$ cat src/rtl/spi_mcu_pkt_slave_if.sv
// Signal bundle between the MCU-facing SPI slave and the router core.
// The slave modport is the block itself; master is the MCU pins plus core side.
interface spi_mcu_pkt_slave_if;
  logic       sclk;
  logic       mosi;
  logic       miso;
  logic       ss;
  logic [7:0] rx_byte;
  logic       rx_valid;
  logic       rx_first;
  logic       rx_last;
  logic       rx_type;
  logic [5:0] rx_len;
  logic       rx_abort;
  logic       rx_overrun;
  logic [7:0] tx_data;
  logic       tx_load;
  logic       tx_ready;
  logic       tx_underrun;

  modport slave (
    input  sclk, mosi, ss, tx_data, tx_load,
    output miso, rx_byte, rx_valid, rx_first, rx_last, rx_type, rx_len,
           rx_abort, rx_overrun, tx_ready, tx_underrun
  );

  modport master (
    output sclk, mosi, ss, tx_data, tx_load,
    input  miso, rx_byte, rx_valid, rx_first, rx_last, rx_type, rx_len,
           rx_abort, rx_overrun, tx_ready, tx_underrun
  );
endinterface

$ cat src/rtl/spi_mcu_pkt_slave.sv
// Oversampling SPI mode-0 slave: deframes interest/data packets from the MCU
// into a byte stream and returns core-supplied bytes full-duplex on miso.
module spi_mcu_pkt_slave #(
  parameter int PREFIX_BYTES = 8,
  parameter int DATA_BYTES   = 256,
  parameter int SYNC_STAGES  = 2
) (
  input  logic                clk,
  input  logic                rst,
  spi_mcu_pkt_slave_if.slave  bus
);
  localparam int MAX_BYTES = (PREFIX_BYTES > DATA_BYTES) ? PREFIX_BYTES : DATA_BYTES;
  localparam int CNT_W     = $clog2(MAX_BYTES + 1);
  localparam int SYNC_N    = (SYNC_STAGES < 2) ? 2 : SYNC_STAGES;
  localparam logic [CNT_W-1:0] PREFIX_CNT = CNT_W'(PREFIX_BYTES);
  localparam logic [CNT_W-1:0] DATA_CNT   = CNT_W'(DATA_BYTES);
  localparam logic [CNT_W-1:0] CNT_ZERO   = {CNT_W{1'b0}};
  localparam logic [CNT_W-1:0] CNT_ONE    = {{(CNT_W-1){1'b0}}, 1'b1};

  typedef enum logic [1:0] {
    ST_IDLE    = 2'd0,
    ST_HEADER  = 2'd1,
    ST_PAYLOAD = 2'd2,
    ST_DONE    = 2'd3
  } state_e;

  logic [SYNC_N-1:0] sclk_sync_q, mosi_sync_q, ss_sync_q;
  logic              sclk_prev_q, ss_prev_q;
  logic              sclk_s, mosi_s, ss_s;
  logic              sclk_rise_s, sclk_fall_s, ss_rise_s, ss_fall_s;
  logic [7:0]        rx_in_s;
  logic              byte_done_s, load_evt_s;

  state_e            state_q, state_d;
  logic [2:0]        bit_cnt_q, bit_cnt_d;
  logic [CNT_W-1:0]  byte_cnt_q, byte_cnt_d, target_q, target_d;
  logic [7:0]        rx_shift_q, rx_shift_d, rx_byte_q, rx_byte_d;
  logic              rx_valid_q, rx_valid_d, rx_first_q, rx_first_d, rx_last_q, rx_last_d;
  logic              rx_type_q, rx_type_d, rx_abort_q, rx_abort_d, rx_overrun_q, rx_overrun_d;
  logic [5:0]        rx_len_q, rx_len_d;
  logic [7:0]        hold_q, hold_d, tx_shift_q, tx_shift_d;
  logic              tx_ready_q, tx_ready_d, tx_underrun_q, tx_underrun_d, miso_q, miso_d;

  // ss synchronisers reset low so a select already held low through reset is
  // never mistaken for a fresh frame start.
  always_ff @(posedge clk) begin
    if (rst) begin
      sclk_sync_q <= {SYNC_N{1'b0}};
      mosi_sync_q <= {SYNC_N{1'b0}};
      ss_sync_q   <= {SYNC_N{1'b0}};
      sclk_prev_q <= 1'b0;
      ss_prev_q   <= 1'b0;
    end else begin
      sclk_sync_q <= {sclk_sync_q[SYNC_N-2:0], bus.sclk};
      mosi_sync_q <= {mosi_sync_q[SYNC_N-2:0], bus.mosi};
      ss_sync_q   <= {ss_sync_q[SYNC_N-2:0], bus.ss};
      sclk_prev_q <= sclk_s;
      ss_prev_q   <= ss_s;
    end
  end

  assign sclk_s      = sclk_sync_q[SYNC_N-1];
  assign mosi_s      = mosi_sync_q[SYNC_N-1];
  assign ss_s        = ss_sync_q[SYNC_N-1];
  assign sclk_rise_s = sclk_s & ~sclk_prev_q;
  assign sclk_fall_s = ~sclk_s & sclk_prev_q;
  assign ss_rise_s   = ss_s & ~ss_prev_q;
  assign ss_fall_s   = ~ss_s & ss_prev_q;
  assign rx_in_s     = {rx_shift_q[6:0], mosi_s};

  // Frame state machine and receive path.
  always_comb begin
    state_d      = state_q;
    bit_cnt_d    = bit_cnt_q;
    byte_cnt_d   = byte_cnt_q;
    target_d     = target_q;
    rx_shift_d   = rx_shift_q;
    rx_byte_d    = rx_byte_q;
    rx_type_d    = rx_type_q;
    rx_len_d     = rx_len_q;
    rx_valid_d   = 1'b0;
    rx_first_d   = 1'b0;
    rx_last_d    = 1'b0;
    rx_abort_d   = 1'b0;
    rx_overrun_d = 1'b0;
    byte_done_s  = 1'b0;
    if (ss_rise_s) begin
      state_d    = ST_IDLE;
      bit_cnt_d  = 3'd0;
      byte_cnt_d = CNT_ZERO;
      rx_abort_d = (state_q == ST_HEADER) || (state_q == ST_PAYLOAD);
    end else if (state_q == ST_IDLE) begin
      if (ss_fall_s) begin
        state_d    = ST_HEADER;
        bit_cnt_d  = 3'd0;
        byte_cnt_d = CNT_ZERO;
      end else begin
        state_d = ST_IDLE;
      end
    end else if (sclk_rise_s) begin
      rx_shift_d = rx_in_s;
      bit_cnt_d  = bit_cnt_q + 3'd1;
      if (bit_cnt_q == 3'd7) begin
        byte_done_s = 1'b1;
        case (state_q)
          ST_HEADER: begin
            rx_valid_d = 1'b1;
            rx_first_d = 1'b1;
            rx_byte_d  = rx_in_s;
            rx_type_d  = rx_in_s[6];
            rx_len_d   = rx_in_s[5:0];
            target_d   = rx_in_s[6] ? PREFIX_CNT : DATA_CNT;
            byte_cnt_d = CNT_ZERO;
            state_d    = ST_PAYLOAD;
          end
          ST_PAYLOAD: begin
            rx_valid_d = 1'b1;
            rx_byte_d  = rx_in_s;
            byte_cnt_d = byte_cnt_q + CNT_ONE;
            if ((byte_cnt_q + CNT_ONE) == target_q) begin
              rx_last_d = 1'b1;
              state_d   = ST_DONE;
            end else begin
              rx_last_d = 1'b0;
            end
          end
          ST_DONE:  rx_overrun_d = 1'b1;
          default:  state_d = ST_IDLE;
        endcase
      end else begin
        byte_done_s = 1'b0;
      end
    end else begin
      state_d = state_q;
    end
  end

  assign load_evt_s = (ss_fall_s && (state_q == ST_IDLE) && !ss_rise_s) || byte_done_s;

  // Transmit path. The first sclk fall after a load (bit counter back at 0)
  // must not shift, so the freshly loaded MSB is what the next rise samples.
  always_comb begin
    hold_d        = hold_q;
    tx_ready_d    = tx_ready_q;
    tx_shift_d    = tx_shift_q;
    tx_underrun_d = 1'b0;
    if (load_evt_s) begin
      tx_shift_d    = tx_ready_q ? 8'h00 : hold_q;
      tx_underrun_d = tx_ready_q;
      tx_ready_d    = 1'b1;
    end else if (sclk_fall_s && (state_q != ST_IDLE) && (bit_cnt_q != 3'd0)) begin
      tx_shift_d = {tx_shift_q[6:0], 1'b0};
    end else begin
      tx_shift_d = tx_shift_q;
    end
    if (bus.tx_load && (tx_ready_q || load_evt_s)) begin
      hold_d     = bus.tx_data;
      tx_ready_d = 1'b0;
    end else begin
      hold_d = hold_d;
    end
    miso_d = ss_s ? 1'b0 : tx_shift_d[7];
  end

  // State and output registers.
  always_ff @(posedge clk) begin
    if (rst) begin
      state_q       <= ST_IDLE;
      bit_cnt_q     <= 3'd0;
      byte_cnt_q    <= CNT_ZERO;
      target_q      <= CNT_ZERO;
      rx_shift_q    <= 8'h00;
      rx_byte_q     <= 8'h00;
      rx_valid_q    <= 1'b0;
      rx_first_q    <= 1'b0;
      rx_last_q     <= 1'b0;
      rx_type_q     <= 1'b0;
      rx_len_q      <= 6'd0;
      rx_abort_q    <= 1'b0;
      rx_overrun_q  <= 1'b0;
      hold_q        <= 8'h00;
      tx_ready_q    <= 1'b1;
      tx_shift_q    <= 8'h00;
      tx_underrun_q <= 1'b0;
      miso_q        <= 1'b0;
    end else begin
      state_q       <= state_d;
      bit_cnt_q     <= bit_cnt_d;
      byte_cnt_q    <= byte_cnt_d;
      target_q      <= target_d;
      rx_shift_q    <= rx_shift_d;
      rx_byte_q     <= rx_byte_d;
      rx_valid_q    <= rx_valid_d;
      rx_first_q    <= rx_first_d;
      rx_last_q     <= rx_last_d;
      rx_type_q     <= rx_type_d;
      rx_len_q      <= rx_len_d;
      rx_abort_q    <= rx_abort_d;
      rx_overrun_q  <= rx_overrun_d;
      hold_q        <= hold_d;
      tx_ready_q    <= tx_ready_d;
      tx_shift_q    <= tx_shift_d;
      tx_underrun_q <= tx_underrun_d;
      miso_q        <= miso_d;
    end
  end

  assign bus.miso        = miso_q;
  assign bus.rx_byte     = rx_byte_q;
  assign bus.rx_valid    = rx_valid_q;
  assign bus.rx_first    = rx_first_q;
  assign bus.rx_last     = rx_last_q;
  assign bus.rx_type     = rx_type_q;
  assign bus.rx_len      = rx_len_q;
  assign bus.rx_abort    = rx_abort_q;
  assign bus.rx_overrun  = rx_overrun_q;
  assign bus.tx_ready    = tx_ready_q;
  assign bus.tx_underrun = tx_underrun_q;
endmodule

$ cat src/flat_wrapper.sv
// flat-port wrapper written by rule: the top's interface ports become plain ports
module spi_mcu_pkt_slave_flat 
#(
  parameter int PREFIX_BYTES = 8,
  parameter int DATA_BYTES   = 256,
  parameter int SYNC_STAGES  = 2
)
  (clk, rst, bus_sclk, bus_mosi, bus_ss, bus_tx_data, bus_tx_load, bus_miso, bus_rx_byte, bus_rx_valid, bus_rx_first, bus_rx_last, bus_rx_type, bus_rx_len, bus_rx_abort, bus_rx_overrun, bus_tx_ready, bus_tx_underrun);
  spi_mcu_pkt_slave_if bus_i ();
  input  logic clk;
  input  logic rst;
  input wire logic [$bits(bus_i.sclk)-1:0] bus_sclk;
  input wire logic [$bits(bus_i.mosi)-1:0] bus_mosi;
  input wire logic [$bits(bus_i.ss)-1:0] bus_ss;
  input wire logic [$bits(bus_i.tx_data)-1:0] bus_tx_data;
  input wire logic [$bits(bus_i.tx_load)-1:0] bus_tx_load;
  output wire logic [$bits(bus_i.miso)-1:0] bus_miso;
  output wire logic [$bits(bus_i.rx_byte)-1:0] bus_rx_byte;
  output wire logic [$bits(bus_i.rx_valid)-1:0] bus_rx_valid;
  output wire logic [$bits(bus_i.rx_first)-1:0] bus_rx_first;
  output wire logic [$bits(bus_i.rx_last)-1:0] bus_rx_last;
  output wire logic [$bits(bus_i.rx_type)-1:0] bus_rx_type;
  output wire logic [$bits(bus_i.rx_len)-1:0] bus_rx_len;
  output wire logic [$bits(bus_i.rx_abort)-1:0] bus_rx_abort;
  output wire logic [$bits(bus_i.rx_overrun)-1:0] bus_rx_overrun;
  output wire logic [$bits(bus_i.tx_ready)-1:0] bus_tx_ready;
  output wire logic [$bits(bus_i.tx_underrun)-1:0] bus_tx_underrun;
  assign bus_i.sclk = bus_sclk;
  assign bus_i.mosi = bus_mosi;
  assign bus_i.ss = bus_ss;
  assign bus_i.tx_data = bus_tx_data;
  assign bus_i.tx_load = bus_tx_load;
  assign bus_miso = bus_i.miso;
  assign bus_rx_byte = bus_i.rx_byte;
  assign bus_rx_valid = bus_i.rx_valid;
  assign bus_rx_first = bus_i.rx_first;
  assign bus_rx_last = bus_i.rx_last;
  assign bus_rx_type = bus_i.rx_type;
  assign bus_rx_len = bus_i.rx_len;
  assign bus_rx_abort = bus_i.rx_abort;
  assign bus_rx_overrun = bus_i.rx_overrun;
  assign bus_tx_ready = bus_i.tx_ready;
  assign bus_tx_underrun = bus_i.tx_underrun;
  spi_mcu_pkt_slave #(.PREFIX_BYTES(PREFIX_BYTES), .DATA_BYTES(DATA_BYTES), .SYNC_STAGES(SYNC_STAGES)) u_core (.clk(clk), .rst(rst), .bus(bus_i));
endmodule
$ cat config.mk
export PLATFORM = sky130hd
export DESIGN_NAME = spi_mcu_pkt_slave_flat
export DESIGN_NICKNAME = d
export VERILOG_FILES = /design/src/rtl/spi_mcu_pkt_slave_if.sv /design/src/rtl/spi_mcu_pkt_slave.sv /design/src/flat_wrapper.sv
export SDC_FILE = /design/constraint.sdc
export NUM_CORES = 1
export LEC_CHECK = 0
export BUFFER_PORTS_ARGS = -buffer_cell sky130_fd_sc_hd__buf_4
export CORE_AREA = 3 3 89 91
export DETAILED_ROUTE_END_ITERATION = 10
export DIE_AREA = 0 0 92 94
export REMOVE_ABC_BUFFERS = 1
export SETUP_SLACK_MARGIN = 0.4
export SYNTH_ARGS = -nofsm -noshare
export SYNTH_HDL_FRONTEND = slang
export SYNTH_SLANG_ARGS = --single-unit
$ cat constraint.sdc
create_clock -name clk -period 2.3 [get_ports clk]
set_clock_uncertainty 0.2 [all_clocks]
set_input_delay 0.115 -clock clk [delete_from_list [all_inputs] [get_ports clk]]
set_output_delay 0.115 -clock clk [all_outputs]
set_load 0.05 [all_outputs]
==> impl_metrics.env <==
export IMPL_status="completed"
export IMPL_n_antenna_cell=0
export IMPL_finalCritPeriodShare=0.8994
export IMPL_worst_hold_startpoint="u_core.mosi_sync_q[0]"
export IMPL_irDropWorstVdd_mv=0.5086
export IMPL_synth_warnings=0
export IMPL_die_w_um=92
export IMPL_grt_busiest_layer="met2"
export IMPL_place_ws_ps=25.86
export IMPL_ctsHtreeMaxLevel=3
export IMPL_routed_via_density=5.076
export IMPL_crit_slowest_cell="dfxtp_2"
export IMPL_drive_above_1_share=0.2836
export IMPL_die_y_um=94
export IMPL_grtUsageTotal=0.1591
export IMPL_postRouteAntennaNets=0
export IMPL_power_density_nw_per_um2=634.1
export IMPL_worst_slack_ps=231.3
export IMPL_cts_buffer_depth=2
export IMPL_max_cap_violations=0
export IMPL_hold_depth=1
export IMPL_finalPower_mw=2.515
export IMPL_grt_pass1_vias=2360
export IMPL_cts_sinks=69
export IMPL_power_share_combinational=0.175
export IMPL_grt_util_met2=0.2518
export IMPL_root_buffer="clkbuf_8"
export IMPL_criticalPathCategory="register to register"
export IMPL_avgSynthCellArea_um2=8.996
export IMPL_grt_pass1_wl_mm=10.90
export IMPL_critPathMaxStageDelay_ps=360
export IMPL_final_cells=501
export IMPL_hold_worst_slack_ps=237.9
export IMPL_synth_ff_latch_count=69
export IMPL_syn_inst=327
export IMPL_start_util=0.4077
export IMPL_p_seq_frac=0.497
export IMPL_cts_tree="built"
export IMPL_wirelength_mm=6.676
export IMPL_drt_pass1_iter_count=4
export IMPL_yosysSeqAreaShare=0.4696
export IMPL_syn_to_final_growth_pct=34.84
export IMPL_hold_path_class="register to register"
export IMPL_placed_area_um2=3367
export IMPL_clk_latency_ps=340
export IMPL_gp_congestion=0.8706
export IMPL_maxSlewHeadroom=0.6795
export IMPL_finalSetupViolCount=0
export IMPL_clkPwrFrac=0.328
export IMPL_drt_wirelength_per_cell_um=13.33
export IMPL_rows=31
export IMPL_cp_max_fo=7
export IMPL_r2r_start="u_core.state_q[1]"
export IMPL_final_hold_viol_count=0
export IMPL_switchingPower_mw=0.6774
export IMPL_whs_endpoint="u_core.mosi_sync_q[1]"
export IMPL_grt_setup_unrepaired="yes"
export IMPL_cp_arrival_ps=2140
export IMPL_drt_iter0_drc=142
export IMPL_synth_edf_count=0
export IMPL_slew_viol_final=0
export IMPL_dp_hpwl_mm=4.213
export IMPL_layout_nets=420
export IMPL_crit_path_start_kind="register"
export IMPL_grtUsageMet1=0.2025
export IMPL_ios=37
export IMPL_fin_crit_ps=2069
export IMPL_max_freq_mhz=483.4
export IMPL_die_area_um2=8648
export IMPL_critPathCaptureType="register"
export IMPL_met3_usage=0.03846
export IMPL_synth_async_reset_ratio=0
export IMPL_core_area_um2=7214
export IMPL_placed_cells=456
export IMPL_nFillCells=664
export IMPL_synth_cell_types=46
export IMPL_rr_worst_depth=8
export IMPL_required_ps=2370
export IMPL_r2r_end="u_core.byte_cnt_q[3]"
export IMPL_clk_pin_slew_worst_paths_ps=70
export IMPL_antenna_found_initial=0
export IMPL_syn_area_um2=2942
export IMPL_r2r_slack_ps=230
export IMPL_grt_max_degree=49
export IMPL_crit_chain="inv_4 > ha_4 > buf_4 > nor3b_4 > nand4_1 > buf_4 > or3_1 > a21oi_1"
export IMPL_intPower_mw=1.838
export IMPL_tightest_slew_ps=480.7
export IMPL_dr_total_vias=2543
export IMPL_synthTopCellsByArea="dfxtp_1, mux2i_1, nor2_1"
export IMPL_port_buffers=36
export IMPL_drc=0
export IMPL_cp_common_cell="buf_4"
export IMPL_netlist_area_leader_share=0.4696
export IMPL_yosysTopAreaCell="dfxtp_1"
export IMPL_cts_inserted_buffers=9
export IMPL_switching_share=0.2693
export IMPL_final_cell_area_um2=3966
export IMPL_p_leak_nw=1.669
export IMPL_grt_ovfl_total=0
export IMPL_synthFlopType="dfxtp_1"
==> metrics by stage <==
| stage | utilization | setup TNS, ps |
|---|---|---|
| 3_5_place_dp | 0.4667 | 0 |
| 5_1_grt | 0.5498 | 0 |
| 3_3_place_gp | 0.4667 | 0 |
| 4_1_cts | 0.5304 | 0 |
| 6_report | 0.5498 | 0 |
| 2_1_floorplan | - | -275.8 |
==> timing repair <==
item	4_1_cts	5_1_grt
setup buffers	7	7
endpoints found under the setup margin	53	41
pin swaps	11	8
hold endpoints to repair	14	0
gates resized for setup	31	20
hold buffers	13	0
gates cloned	0	2
==> Yosys cell counts (all sizes together) (2+ instances only) <==
cell type,count
mux2i,23
a22oi,2
nand2b,2
o21ba,2
a31oi,7
a311oi,2
nor3,6
inv,7
buf,3
o221ai,2
xor2,3
a211oi,2
and3b,3
or3,2
nor2b,10
nor2,42
nand3,22
ha,9
and3,6
o21ai,8
a21oi,25
clkbuf,15
nand3b,3
nand4,2
and2,4
nor3b,2
nand2,26
nor4,2
dfxtp,69
or4,2
==> state kept, by name (all words and copies together), names as in the netlist <==
| signal | cells |
|---|---|
| u_core.target_q | 2 |
| u_core.ss_sync_q | 2 |
| u_core.bus.rx_first | 1 |
| u_core.ss_prev_q | 1 |
| u_core.mosi_sync_q | 2 |
| u_core.byte_cnt_q | 9 |
| u_core.state_q | 2 |
| u_core.bus.rx_abort | 1 |
| u_core.rx_shift_q | 7 |
| u_core.bit_cnt_q | 3 |
| u_core.bus.rx_len | 6 |
| u_core.bus.tx_underrun | 1 |
| u_core.sclk_sync_q | 2 |
| u_core.bus.rx_valid | 1 |
| u_core.bus.miso | 1 |
| u_core.hold_q | 8 |
| u_core.bus.rx_last | 1 |
| u_core.bus.tx_ready | 1 |
| u_core.bus.rx_byte | 8 |
| u_core.bus.rx_overrun | 1 |
| u_core.sclk_prev_q | 1 |
| u_core.tx_shift_q | 8 |
==> placed cells by master (no fill, tap or decap), drive strengths merged, types with 2 or more instances in the layout <==
cell,instances
a211oi,2
a21oi,25
a22oi,2
a311oi,2
a31oi,7
and2,4
and3,6
and3b,3
buf,63
clkbuf,13
clkinv,2
clkinvlp,2
dfxtp,69
dlygate4sd3,13
ha,9
inv,7
mux2i,23
nand2,26
nand2b,2
nand3,22
nand3b,3
nand4,2
nor2,42
nor2b,10
nor3,6
nor3b,2
nor4,2
o21ai,8
o21ba,2
o221ai,2
or3,2
or4,2
xor2,3
==> worst max-delay path, delay by kind of cell (launching register included) <==
family / cells / cell delay [ps]
AOI/OAI and AO/OA: 1 / 120
adders and majority gates: 1 / 170
buffers and inverters: 3 / 390
DFF: 1 / 360
and+or+nand+nor: 3 / 750
==> cell type report <==
cell class	instances	area [µm²]	share of cell area
well taps	99	123.9	0.03123
clock buffers	12	135.1	0.03407
inverters	7	31.28	0.007886
clock inverters	4	25.02	0.006309
repair buffers	77	635.6	0.1603
flip-flops and latches	69	1394	0.3514
multi-input cells	233	1622	0.4088
==> power by group through the flow <==
| stage | clock [mW] | combinational (mW) | sequential (mW) |
|---|---|---|---|
| after global routing | 0.890 | 0.479 | 1.25 |
| after detailed placement | 0 | 0.265 | 1.27 |
| after CTS | 0.853 | 0.351 | 1.25 |
| final | 0.824 | 0.441 | 1.25 |
| after floorplan | 0 | 0.161 | 1.28 |
| after global placement | 0 | 0.262 | 1.27 |
==> kinds of logic after synthesis <==
family | Yosys count | share of synthesized area
and+or+nand+nor | 140 | 0.2416
xor gates and xnor gates | 3 | 0.008934
DFF | 69 | 0.4696
muxes | 23 | 0.07826
buffers and inverters | 25 | 0.03318
adders and majority gates | 9 | 0.03828
AOI/OAI and AO/OA | 58 | 0.1302
==> routing by layer <==
| metal | share of wire | vias to the layer above |
|---|---|---|
| li1 | - | 1292 |
| met5 | 0 | - |
| met2 | 0.48 | 38 |
| met1 | 0.47 | 1202 |
| met4 | 0.019 | 0 |
| met3 | 0.034 | 11 |
==> how the worst max path moves through the flow <==
stage                   startpoint                   end  slack (ps)  depth (start not counted)
3_3_place_gp     u_core.state_q[0]  u_core.tx_shift_q[0]         130                          7
6_report         u_core.state_q[1]  u_core.byte_cnt_q[3]         230                          8
2_1_floorplan    u_core.state_q[0]  u_core.byte_cnt_q[6]        -100                          7
5_1_grt        u_core.bit_cnt_q[1]      u_core.hold_q[1]         130                          8
3_5_place_dp     u_core.state_q[0]  u_core.tx_shift_q[0]          30                          7
4_1_cts        u_core.bit_cnt_q[1]      u_core.hold_q[4]         210                          8
(Power assumes the default switching activity.)
